File: src/rtl/keypad_pkg.sv
// Shared types and helpers for the 4x4 keypad scanner.
// Used by keypad_scan_4x4 and keypad_row_sync.
package keypad_pkg;

  // Scanner controller states
  typedef enum logic [1:0] {
    SCAN,
    DEB_PRESS,
    PRESSED,
    DEB_RELEASE
  } kp_state_t;

  // Column drive after reset: column 0 selected (one-cold)
  localparam logic [3:0] COL_RESET = 4'b1110;

  // Row return with no key pressed (pull-ups)
  localparam logic [3:0] ROW_IDLE  = 4'b1111;

  // Key codes packed as 16 nibbles, nibble index = row*4 + col.
  //   r0: 1 2 3 A   r1: 4 5 6 B   r2: 7 8 9 C   r3: E(*) 0 F(#) D
  localparam logic [63:0] KEY_MAP = 64'hDF0E_C987_B654_A321;

  // Hex code for the key at (row, col)
  function automatic logic [3:0] key_map(input logic [1:0] row, input logic [1:0] col);
    logic [5:0] base;
    base = {row, col, 2'b00};
    return KEY_MAP[base +: 4];
  endfunction

  // Index of the lowest-numbered row reading low; only meaningful when
  // at least one row is low.
  function automatic logic [1:0] lowest_low_row(input logic [3:0] rs);
    logic [1:0] idx;
    if (!rs[0])      idx = 2'd0;
    else if (!rs[1]) idx = 2'd1;
    else if (!rs[2]) idx = 2'd2;
    else             idx = 2'd3;
    return idx;
  endfunction

endpackage

File: src/rtl/keypad_scan_4x4_if.sv
// Keypad matrix and key-event signals of keypad_scan_4x4.
// master: the scanner; slave: the keypad matrix plus key consumer.
interface keypad_scan_4x4_if;

  logic [3:0] row_n;     // rows, active-low, asynchronous to clk
  logic [3:0] col_n;     // one-cold column drive
  logic [3:0] key_code;  // last accepted key
  logic       key_valid; // one-cycle pulse on key_code update
  logic       key_held;  // accepted key still pressed

  modport master (
    input  row_n,
    output col_n,
    output key_code,
    output key_valid,
    output key_held
  );

  modport slave (
    output row_n,
    input  col_n,
    input  key_code,
    input  key_valid,
    input  key_held
  );

endinterface

File: src/rtl/keypad_row_sync.sv
// Two-flop synchronizer for the asynchronous keypad row returns.
// Resets to all-high so an idle keypad is seen immediately after reset.
module keypad_row_sync
  import keypad_pkg::*;
(
  input  logic       clk,
  input  logic       rst,
  input  logic [3:0] row_n,
  output logic [3:0] rs
);

  logic [3:0] meta;

  // Two-stage capture of row_n into the clk domain
  always_ff @(posedge clk) begin
    if (rst) begin
      meta <= ROW_IDLE;
      rs   <= ROW_IDLE;
    end else begin
      meta <= row_n;
      rs   <= meta;
    end
  end

endmodule

File: src/rtl/keypad_scan_4x4.sv
// 4x4 matrix keypad scanner with press/release debounce.
// Drives one-cold columns, samples synchronized rows on the last dwell
// cycle, debounces the captured key and emits a hex code with a
// one-cycle valid pulse.
// Optional build macro: KEYPAD_REPEAT_EN (auto-repeat every REPEAT_CYC
// cycles while a key stays accepted).
module keypad_scan_4x4
  import keypad_pkg::*;
#(
  parameter int unsigned SCAN_DIV     = 1000,
  parameter int unsigned DEBOUNCE_CYC = 100000,
  parameter int unsigned REPEAT_CYC   = 5000000
) (
  input logic              clk,
  input logic              rst,
  keypad_scan_4x4_if.master kp
);

  localparam int unsigned MAX_BASE = (SCAN_DIV > DEBOUNCE_CYC) ? SCAN_DIV : DEBOUNCE_CYC;
`ifdef KEYPAD_REPEAT_EN
  localparam int unsigned MAX_CNT  = (REPEAT_CYC > MAX_BASE) ? REPEAT_CYC : MAX_BASE;
`else
  // Repeat period does not size the counters when repeat is disabled
  localparam int unsigned MAX_CNT  = MAX_BASE + (REPEAT_CYC * 0);
`endif
  localparam int unsigned CNT_W    = $clog2(MAX_CNT + 1);

  localparam logic [CNT_W-1:0] SCAN_LAST = CNT_W'(SCAN_DIV - 1);
  localparam logic [CNT_W-1:0] DEB_LAST  = CNT_W'(DEBOUNCE_CYC - 1);
`ifdef KEYPAD_REPEAT_EN
  localparam logic [CNT_W-1:0] REP_LAST  = CNT_W'(REPEAT_CYC - 1);
`endif

  logic [3:0]       rs;
  kp_state_t        state;
  logic [CNT_W-1:0] cnt;
  logic [CNT_W-1:0] cnt_inc;
  logic [1:0]       col_idx;
  logic [1:0]       row_idx;
  logic             row_bit;
  logic [3:0]       col_n_q;
  logic [3:0]       key_code_q;
  logic             key_valid_q;
  logic             key_held_q;
`ifdef KEYPAD_REPEAT_EN
  logic [CNT_W-1:0] rep_cnt;
  logic [CNT_W-1:0] rep_inc;
`endif

  keypad_row_sync u_row_sync (
    .clk   (clk),
    .rst   (rst),
    .row_n (kp.row_n),
    .rs    (rs)
  );

  // Saturating increments and the captured row's synchronized level
  always_comb begin
    cnt_inc = (cnt == '1) ? cnt : cnt + CNT_W'(1);
`ifdef KEYPAD_REPEAT_EN
    rep_inc = (rep_cnt == '1) ? rep_cnt : rep_cnt + CNT_W'(1);
`endif
    row_bit = rs[row_idx];
  end

  // Scan / debounce controller with registered outputs
  always_ff @(posedge clk) begin
    if (rst) begin
      state       <= SCAN;
      cnt         <= '0;
      col_idx     <= '0;
      row_idx     <= '0;
      col_n_q     <= COL_RESET;
      key_code_q  <= '0;
      key_valid_q <= 1'b0;
      key_held_q  <= 1'b0;
`ifdef KEYPAD_REPEAT_EN
      rep_cnt     <= '0;
`endif
    end else begin
      key_valid_q <= 1'b0;
      unique case (state)
        SCAN: begin
          if (cnt == SCAN_LAST) begin
            cnt <= '0;
            if (rs != ROW_IDLE) begin
              // Column stays frozen on the key's column while debouncing
              row_idx <= lowest_low_row(rs);
              state   <= DEB_PRESS;
            end else begin
              col_idx <= col_idx + 2'd1;
              col_n_q <= {col_n_q[2:0], col_n_q[3]};
            end
          end else begin
            cnt <= cnt_inc;
          end
        end

        DEB_PRESS: begin
          if (row_bit) begin
            // Bounce: abandon this column and keep scanning
            state   <= SCAN;
            cnt     <= '0;
            col_idx <= col_idx + 2'd1;
            col_n_q <= {col_n_q[2:0], col_n_q[3]};
          end else if (cnt == DEB_LAST) begin
            state       <= PRESSED;
            cnt         <= '0;
            key_code_q  <= key_map(row_idx, col_idx);
            key_valid_q <= 1'b1;
            key_held_q  <= 1'b1;
`ifdef KEYPAD_REPEAT_EN
            rep_cnt     <= '0;
`endif
          end else begin
            cnt <= cnt_inc;
          end
        end

        PRESSED: begin
          if (row_bit) begin
            state <= DEB_RELEASE;
            cnt   <= '0;
`ifdef KEYPAD_REPEAT_EN
            rep_cnt <= '0;
          end else if (rep_cnt == REP_LAST) begin
            key_valid_q <= 1'b1;
            rep_cnt     <= '0;
          end else begin
            rep_cnt <= rep_inc;
`endif
          end
        end

        DEB_RELEASE: begin
          if (!row_bit) begin
            state <= PRESSED;
            cnt   <= '0;
          end else if (cnt == DEB_LAST) begin
            state      <= SCAN;
            cnt        <= '0;
            key_held_q <= 1'b0;
            col_idx    <= col_idx + 2'd1;
            col_n_q    <= {col_n_q[2:0], col_n_q[3]};
          end else begin
            cnt <= cnt_inc;
          end
        end

        default: begin
          state <= SCAN;
          cnt   <= '0;
        end
      endcase
    end
  end

  assign kp.col_n     = col_n_q;
  assign kp.key_code  = key_code_q;
  assign kp.key_valid = key_valid_q;
  assign kp.key_held  = key_held_q;

endmodule

File: src/flat_wrapper.sv
// flat-port wrapper written by rule: the top's interface ports become plain ports
module keypad_scan_4x4_flat import keypad_pkg::*;
#(
  parameter int unsigned SCAN_DIV     = 1000,
  parameter int unsigned DEBOUNCE_CYC = 100000,
  parameter int unsigned REPEAT_CYC   = 5000000
)
  (clk, rst, kp_row_n, kp_col_n, kp_key_code, kp_key_valid, kp_key_held);
  keypad_scan_4x4_if kp_i ();
  input logic clk;
  input logic rst;
  input wire logic [$bits(kp_i.row_n)-1:0] kp_row_n;
  output wire logic [$bits(kp_i.col_n)-1:0] kp_col_n;
  output wire logic [$bits(kp_i.key_code)-1:0] kp_key_code;
  output wire logic [$bits(kp_i.key_valid)-1:0] kp_key_valid;
  output wire logic [$bits(kp_i.key_held)-1:0] kp_key_held;
  assign kp_i.row_n = kp_row_n;
  assign kp_col_n = kp_i.col_n;
  assign kp_key_code = kp_i.key_code;
  assign kp_key_valid = kp_i.key_valid;
  assign kp_key_held = kp_i.key_held;
  keypad_scan_4x4 #(.SCAN_DIV(SCAN_DIV), .DEBOUNCE_CYC(DEBOUNCE_CYC), .REPEAT_CYC(REPEAT_CYC)) u_core (.clk(clk), .rst(rst), .kp(kp_i));
endmodule
File: config.mk
export PLATFORM = sky130hd
export DESIGN_NAME = keypad_scan_4x4_flat
export DESIGN_NICKNAME = d
export VERILOG_FILES = /design/src/rtl/keypad_pkg.sv /design/src/rtl/keypad_scan_4x4_if.sv /design/src/rtl/keypad_row_sync.sv /design/src/rtl/keypad_scan_4x4.sv /design/src/flat_wrapper.sv
export SDC_FILE = /design/constraint.sdc
export NUM_CORES = 1
export LEC_CHECK = 0
export ABC_AREA = 1
export CELL_PAD_IN_SITES_DETAIL_PLACEMENT = 0
export CELL_PAD_IN_SITES_GLOBAL_PLACEMENT = 1
export CORE_MARGIN = 3
export CORE_UTILIZATION = 40
export CTS_CLUSTER_SIZE = 30
export DETAILED_ROUTE_END_ITERATION = 6
export DONT_BUFFER_PORTS = 1
export PLACE_DENSITY_LB_ADDON = 0.1
export SETUP_SLACK_MARGIN = 0.02
export SYNTH_ARGS = -nofsm -noshare
export SYNTH_HDL_FRONTEND = slang
export SYNTH_SLANG_ARGS = --single-unit
File: constraint.sdc
create_clock -name clk -period 2.95 [get_ports clk]
set_input_delay 0.885 -clock clk [delete_from_list [all_inputs] [get_ports clk]]
set_output_delay 0.885 -clock clk [all_outputs]
set_load 0.02 [all_outputs]
## After elaboration in Yosys (flattened, before gate mapping)

Index checks and enable logic that the tools add are counted.

- Flip-flop bits (word level): 41
- Logic and storage cells: 81
- Input bits: 6
- Output and inout port bits: 10

- Shifts and indexed selects: 1
- Bitwise operators: 2
- Equality and inequality tests: 18
- Add/sub/neg operators: 2
- Magnitude comparators: 1
- Reductions and logical operators: 9
- Muxes and demuxes: 38

Operators by type and width:

| cell | number |
|---|---|
| $mux W17 | 6 |
| $pmux W17 S4 | 1 |
| $shiftx A64 B7 Y4 const A | 1 |
| $eq A17 B17 Y1 const B | 2 |
| $mux W2 | 14 |
| $mux W4 | 5 |
| $add A17 B1 Y17 const B | 1 |
| $eq A17 B10 Y1 const B | 1 |
| $ne A2 B1 Y1 const B | 7 |
| $pmux W4 S3 | 1 |
| $reduce_and A5 Y1 | 2 |
| $pmux W2 S4 | 1 |
| $mux W1 | 7 |
| $pmux W2 S3 | 1 |
| $reduce_and A3 Y1 | 2 |
| $reduce_and A6 Y1 | 1 |
| $eq A2 B2 Y1 const B | 2 |
| $ne A2 B2 Y1 const B | 2 |
| $ne A4 B4 Y1 const B | 1 |
| $lt A2 B3 Y1 const B | 1 |
| $ne A3 B1 Y1 const B | 1 |
| $ne A3 B3 Y1 const B | 1 |
| $reduce_bool A3 Y1 | 1 |
| $reduce_or A3 Y1 | 1 |
| other kinds (7) | 8 |

## Longest topological paths before layout

- Depth in word-level cells: 5
- Gate-level depth with buffers: 13
- Gate-level depth less buffers: 12

## Modules after synthesis

A second synthesis with hierarchy kept.

- Cells, all modules: 347
- Area, all modules: 2,302.2 um^2

By module, submodules not included:

| module | times used | seq. area each (um^2) | area each (um^2) | cells an instance |
|---|---|---|---|---|
| keypad_scan_4x4 | 1 | 660.6 | 2,078.2 | 322 |
| keypad_row_sync | 1 | 160.2 | 224.0 | 25 |

## Worst setup path after synthesis

OpenSTA, ideal clock, no wires.

- Path kind: reg2reg
- Start: register u_core.cnt[0]
- End: register u_core.cnt[10]
- Required time: 2.838 ns
- Buffers on the path: 1
- Clock period less this slack: 1.622 ns
- Library setup time: 0.112 ns
- Setup slack: 1.328 ns
- Data arrival time: 1.510 ns
- Cell stages (with the launch flop): 12
- Path through: dfxtp_1 -> ha_1 -> nand2_1 -> nor2_4 -> nand3_1 -> nor2_2 -> inv_1 -> nand2_2 -> nand3_2 -> nand2_4 -> buf_6 -> nor2_1

- Longest elaborated chain between the ends: 5
- Elaborated cells on any way between the ends: 10
- Classes of those cells: add/sub: 1; eq/ne: 3; mux: 6

Ends and longest elaborated chain:

| item | RTL line | RTL |
|---|---|---|
| start: declaration | keypad_scan_4x4.sv:36 | `logic [CNT_W-1:0] cnt;` |
| start signal: assignment | keypad_scan_4x4.sv:95 | `cnt <= cnt_inc;` |
| start signal: assignment | keypad_scan_4x4.sv:116 | `cnt <= cnt_inc;` |
| start signal: assignment | keypad_scan_4x4.sv:146 | `cnt <= cnt_inc;` |
| $add A17 B1 Y17 / $eq A17 B17 Y1 (equally long branches) | keypad_scan_4x4.sv:59 | `cnt_inc = (cnt == '1) ? cnt : cnt + CNT_W'(1);` |
| $mux W17 | keypad_scan_4x4.sv:59 |  |
| $mux W17 | keypad_scan_4x4.sv:106, keypad_scan_4x4.sv:139 |  |
| $mux W17, on equally long branches | keypad_scan_4x4.sv:136, keypad_scan_4x4.sv:100 |  |
| $pmux W17 S4 (*) | keypad_scan_4x4.sv:82 | `unique case (state)` |

Mark *: on every way between the ends. The rest lies on a longest branch, timed or not.
A chain may end at the register's enable or synchronous reset.

## Final worst setup path

- Start: register u_core.cnt[0]
- End: register u_core.cnt[6]

The elaborated chain is that of the path after synthesis.

==> results.md <==
- Status: finished, final reports clean
- CTS Buffer Depth: 2
- Post-synth top area share: 0.366
- Actual slew at the worst max-slew pin: 0.435 ns
- Critical Path Start Type: flip-flop
- Top-count cell post-synth: nand2_1
- Avg WL per Cell: 12.1 microns
- Initial antenna violation count: 0
- Largest cells by area after synthesis: dfxtp_1, nand2_1, nor2_1
- Final WL: 4.69 mm
- Global-route wire length before repair: 8.19 mm
- Biggest area consumer among synthesized cells: dfxtp_1
- Pre-CTS setup slack: 1.10 ns
- Fraction of registers with async set/reset: 0
- Fillcell total: 583
- CTS Root Cell: clkbuf_8
- Synth Instances: 313
- Setup Skew: 0.00763 ns
- Critical path endpoint category: flip-flop
- CTS Buf Count: 5
- Critical Path Fanout Max: 15
- Post-CTS Setup Repair Bufs: 0
- Fraction of the yosys area taken by sequential cells: 0.366
- Worst Hold Class: reg -> reg
- Setup ws final: 1.10 ns
- First drt pass iteration count: 4
- Peak supply drop: 0.294 mV
- Fin crit share: 0.626
- Vias in the first global route: 1706
- Critical path, cell by cell: ha_1 -> nand2_1 -> nor2_4 -> nand3_1 -> nor2_2 -> inv_1 -> nand2_2 -> nand3_2 -> nand2_4 -> inv_2 -> nand2_1 -> nor2_1
- Post-synth EDFFs: 0
- CTS Hold Bufs: 0
- Synth cell types: 30
- Unrepaired setup endpoints after global routing: no
- Placer's final routability congestion estimate: 0.767
- Crit path kind: reg -> reg
- Max-Cap Viols: 0
- Chip Width: 80.8 microns
- Post-route ant nets: 0
- Layout cells sized above 1: 0.149
- Final #Nets: 328
- Pin count of the biggest net entering global routing: 17
- Fin Setup TNS: 0 ns
- Main synth FF type: dfxtp_1
- Crit. path cell count: 12
- Worst hold path depth: 1
- Die area: 0.00653 sq mm
- Critical-path top delay cell: dfxtp_1
- # port buffers: 0
- TritonCTS clock tree: done
- CP required: 3.16 ns
- Core Footprint: 0.00527 sq mm
- Slew headroom: 0.710
- Top cells by count, synth: nand2_1, nor2_1, dfxtp_1, inv_1, nand3_1
- CP top delay family: simple AND/OR/NAND/NOR gates
- Inserted Diodes: 0
- Post-CTS Resized: 0
- Slew Viols, Final: 0
- Post-Syn Nets: 326
- Gr ovfl total: 0
- Fmax: 542 MHz
- Tot GR Track Use: 0.162
- Routed via count: 1850
- Area grow syn2layout: 6.20%
- DRC Markers: 0
- Final hold violation count: 0
- Most used cell, CP: nand2_1
- 1st-iter DRT viols: 73
- Final setup fails: 0
- H-tree depth: 2
- Clock sink total: 41
- Clock slew at reported path FFs: 0.09 ns
- Die Ht: 80.8 microns
- Worst Reg-to-Reg Cells: 12
- Ports: 16
- Worst Path Arrival: 2.05 ns
- Later-pin clock latency in the skew report: 0.31 ns
- Dpl hpwl: 3.56 mm
- Vias per cell: 4.79
- Crit-path max cell delay: 0.38 ns
- Ys Warns: 0
- Syn Area/Cell: 7.16 sq um
- Power density over the cells: 422 mW/mm^2
- Core Rows: 26
- WP buf/inv: 2
- Period minus WS final: 1.85 ns
- Initial cell density of the core: 0.425
- Flops & latches, synth: 41
- Pleak: 1.03 nW
- Synthesized cell area: 0.00224 sq mm
[final cells by class]
class | instances | area (sq um) | share of cell area
clock buffer | 5 | 68.8 | 0.0289
clock inverter | 3 | 28.8 | 0.0121
inverter | 42 | 158 | 0.0663
multi-input combinational | 225 | 1210 | 0.511
sequential | 41 | 821 | 0.345
tap | 70 | 87.6 | 0.0368
[cell usage in the layout (no fill, tap or decap), drive strengths merged]
cell type  instances
mux2i              1
o21bai             5
a21boi             1
xor2               1
ha                 7
nand2             69
nor2              60
inv               45
nor3               1
o21ai             21
dfxtp             41
or2                9
clkbuf             5
a21oi             11
nand3             27
o211ai             3
a211oi             4
nand4              5
[final timing paths]
check	to	slack [ns]	start
worst max register to register	u_core.cnt[6]$_SDFFE_PP0N_	1.10	u_core.cnt[0]$_SDFFE_PP0N_
worst min register to register	u_core.u_row_sync.rs[1]$_SDFF_PP1_	0.42	u_core.u_row_sync.meta[1]$_SDFF_PP1_
worst min-delay path	u_core.u_row_sync.rs[1]$_SDFF_PP1_	0.42	u_core.u_row_sync.meta[1]$_SDFF_PP1_
worst max-delay path	u_core.cnt[6]$_SDFFE_PP0N_	1.10	u_core.cnt[0]$_SDFFE_PP0N_
[registers in the layout, summed over array words and instances (netlist names), 2 cells and up, named ones only]
register	cells
u_core.kp.col_n	4
u_core.col_idx	2
u_core.cnt	17
u_core.u_row_sync.rs	4
u_core.row_idx	2
u_core.u_row_sync.meta	4
u_core.kp.key_code	4
[worst reg2reg max path: cells and delay by family (launching register included)]
family | cells | cell delay [ns]
adders and majority gates | 1 | 0.18
buffers and inverters | 2 | 0.17
DFF | 1 | 0.38
and+or+nand+nor | 9 | 1.02
[through the flow]
step	hold slack, ns	std cells	utilization	instance area (sq um)	total power, mW
floorplan	0.389	313	-	2240	0.608
global placement	0.395	378	0.433	2280	0.612
detailed placement	0.394	378	0.433	2280	0.612
CTS	0.416	386	0.451	2380	1.02
global route	0.429	386	0.451	2380	1.06
finish	0.416	386	0.451	2380	1.00
[cell families (layout without fill, tap and decap cells)]
group	Yosys count	in the layout	synth area share
AND/OR/NAND/NOR	171	171	0.380
multiplexers	1	1	0.00447
XOR/XNOR	1	1	0.00391
adder cells (fa/ha/maj)	7	7	0.0391
AO/OA/AOI/OAI	45	45	0.115
flip-flops	41	41	0.366
buffers and inverters	47	50	0.0911
[metal layers]
| layer | global-route usage | up-vias | routed length (microns) |
|---|---|---|---|
| li1 | - | 1003 | - |
| met1 | 0.230 | 800 | 2450 |
| met2 | 0.233 | 41 | 1940 |
| met3 | 0.0510 | 6 | 258 |
| met4 | 0.0456 | 0 | 44 |
| met5 | 0 | - | 0 |
[power breakdown]
group          total, mW  switching, mW  internal, mW
registers          0.567        0.00513         0.562
clock network      0.404          0.226         0.179
logic             0.0322         0.0191        0.0131
total               1.00          0.250         0.753
(Power assumes the default switching activity.)
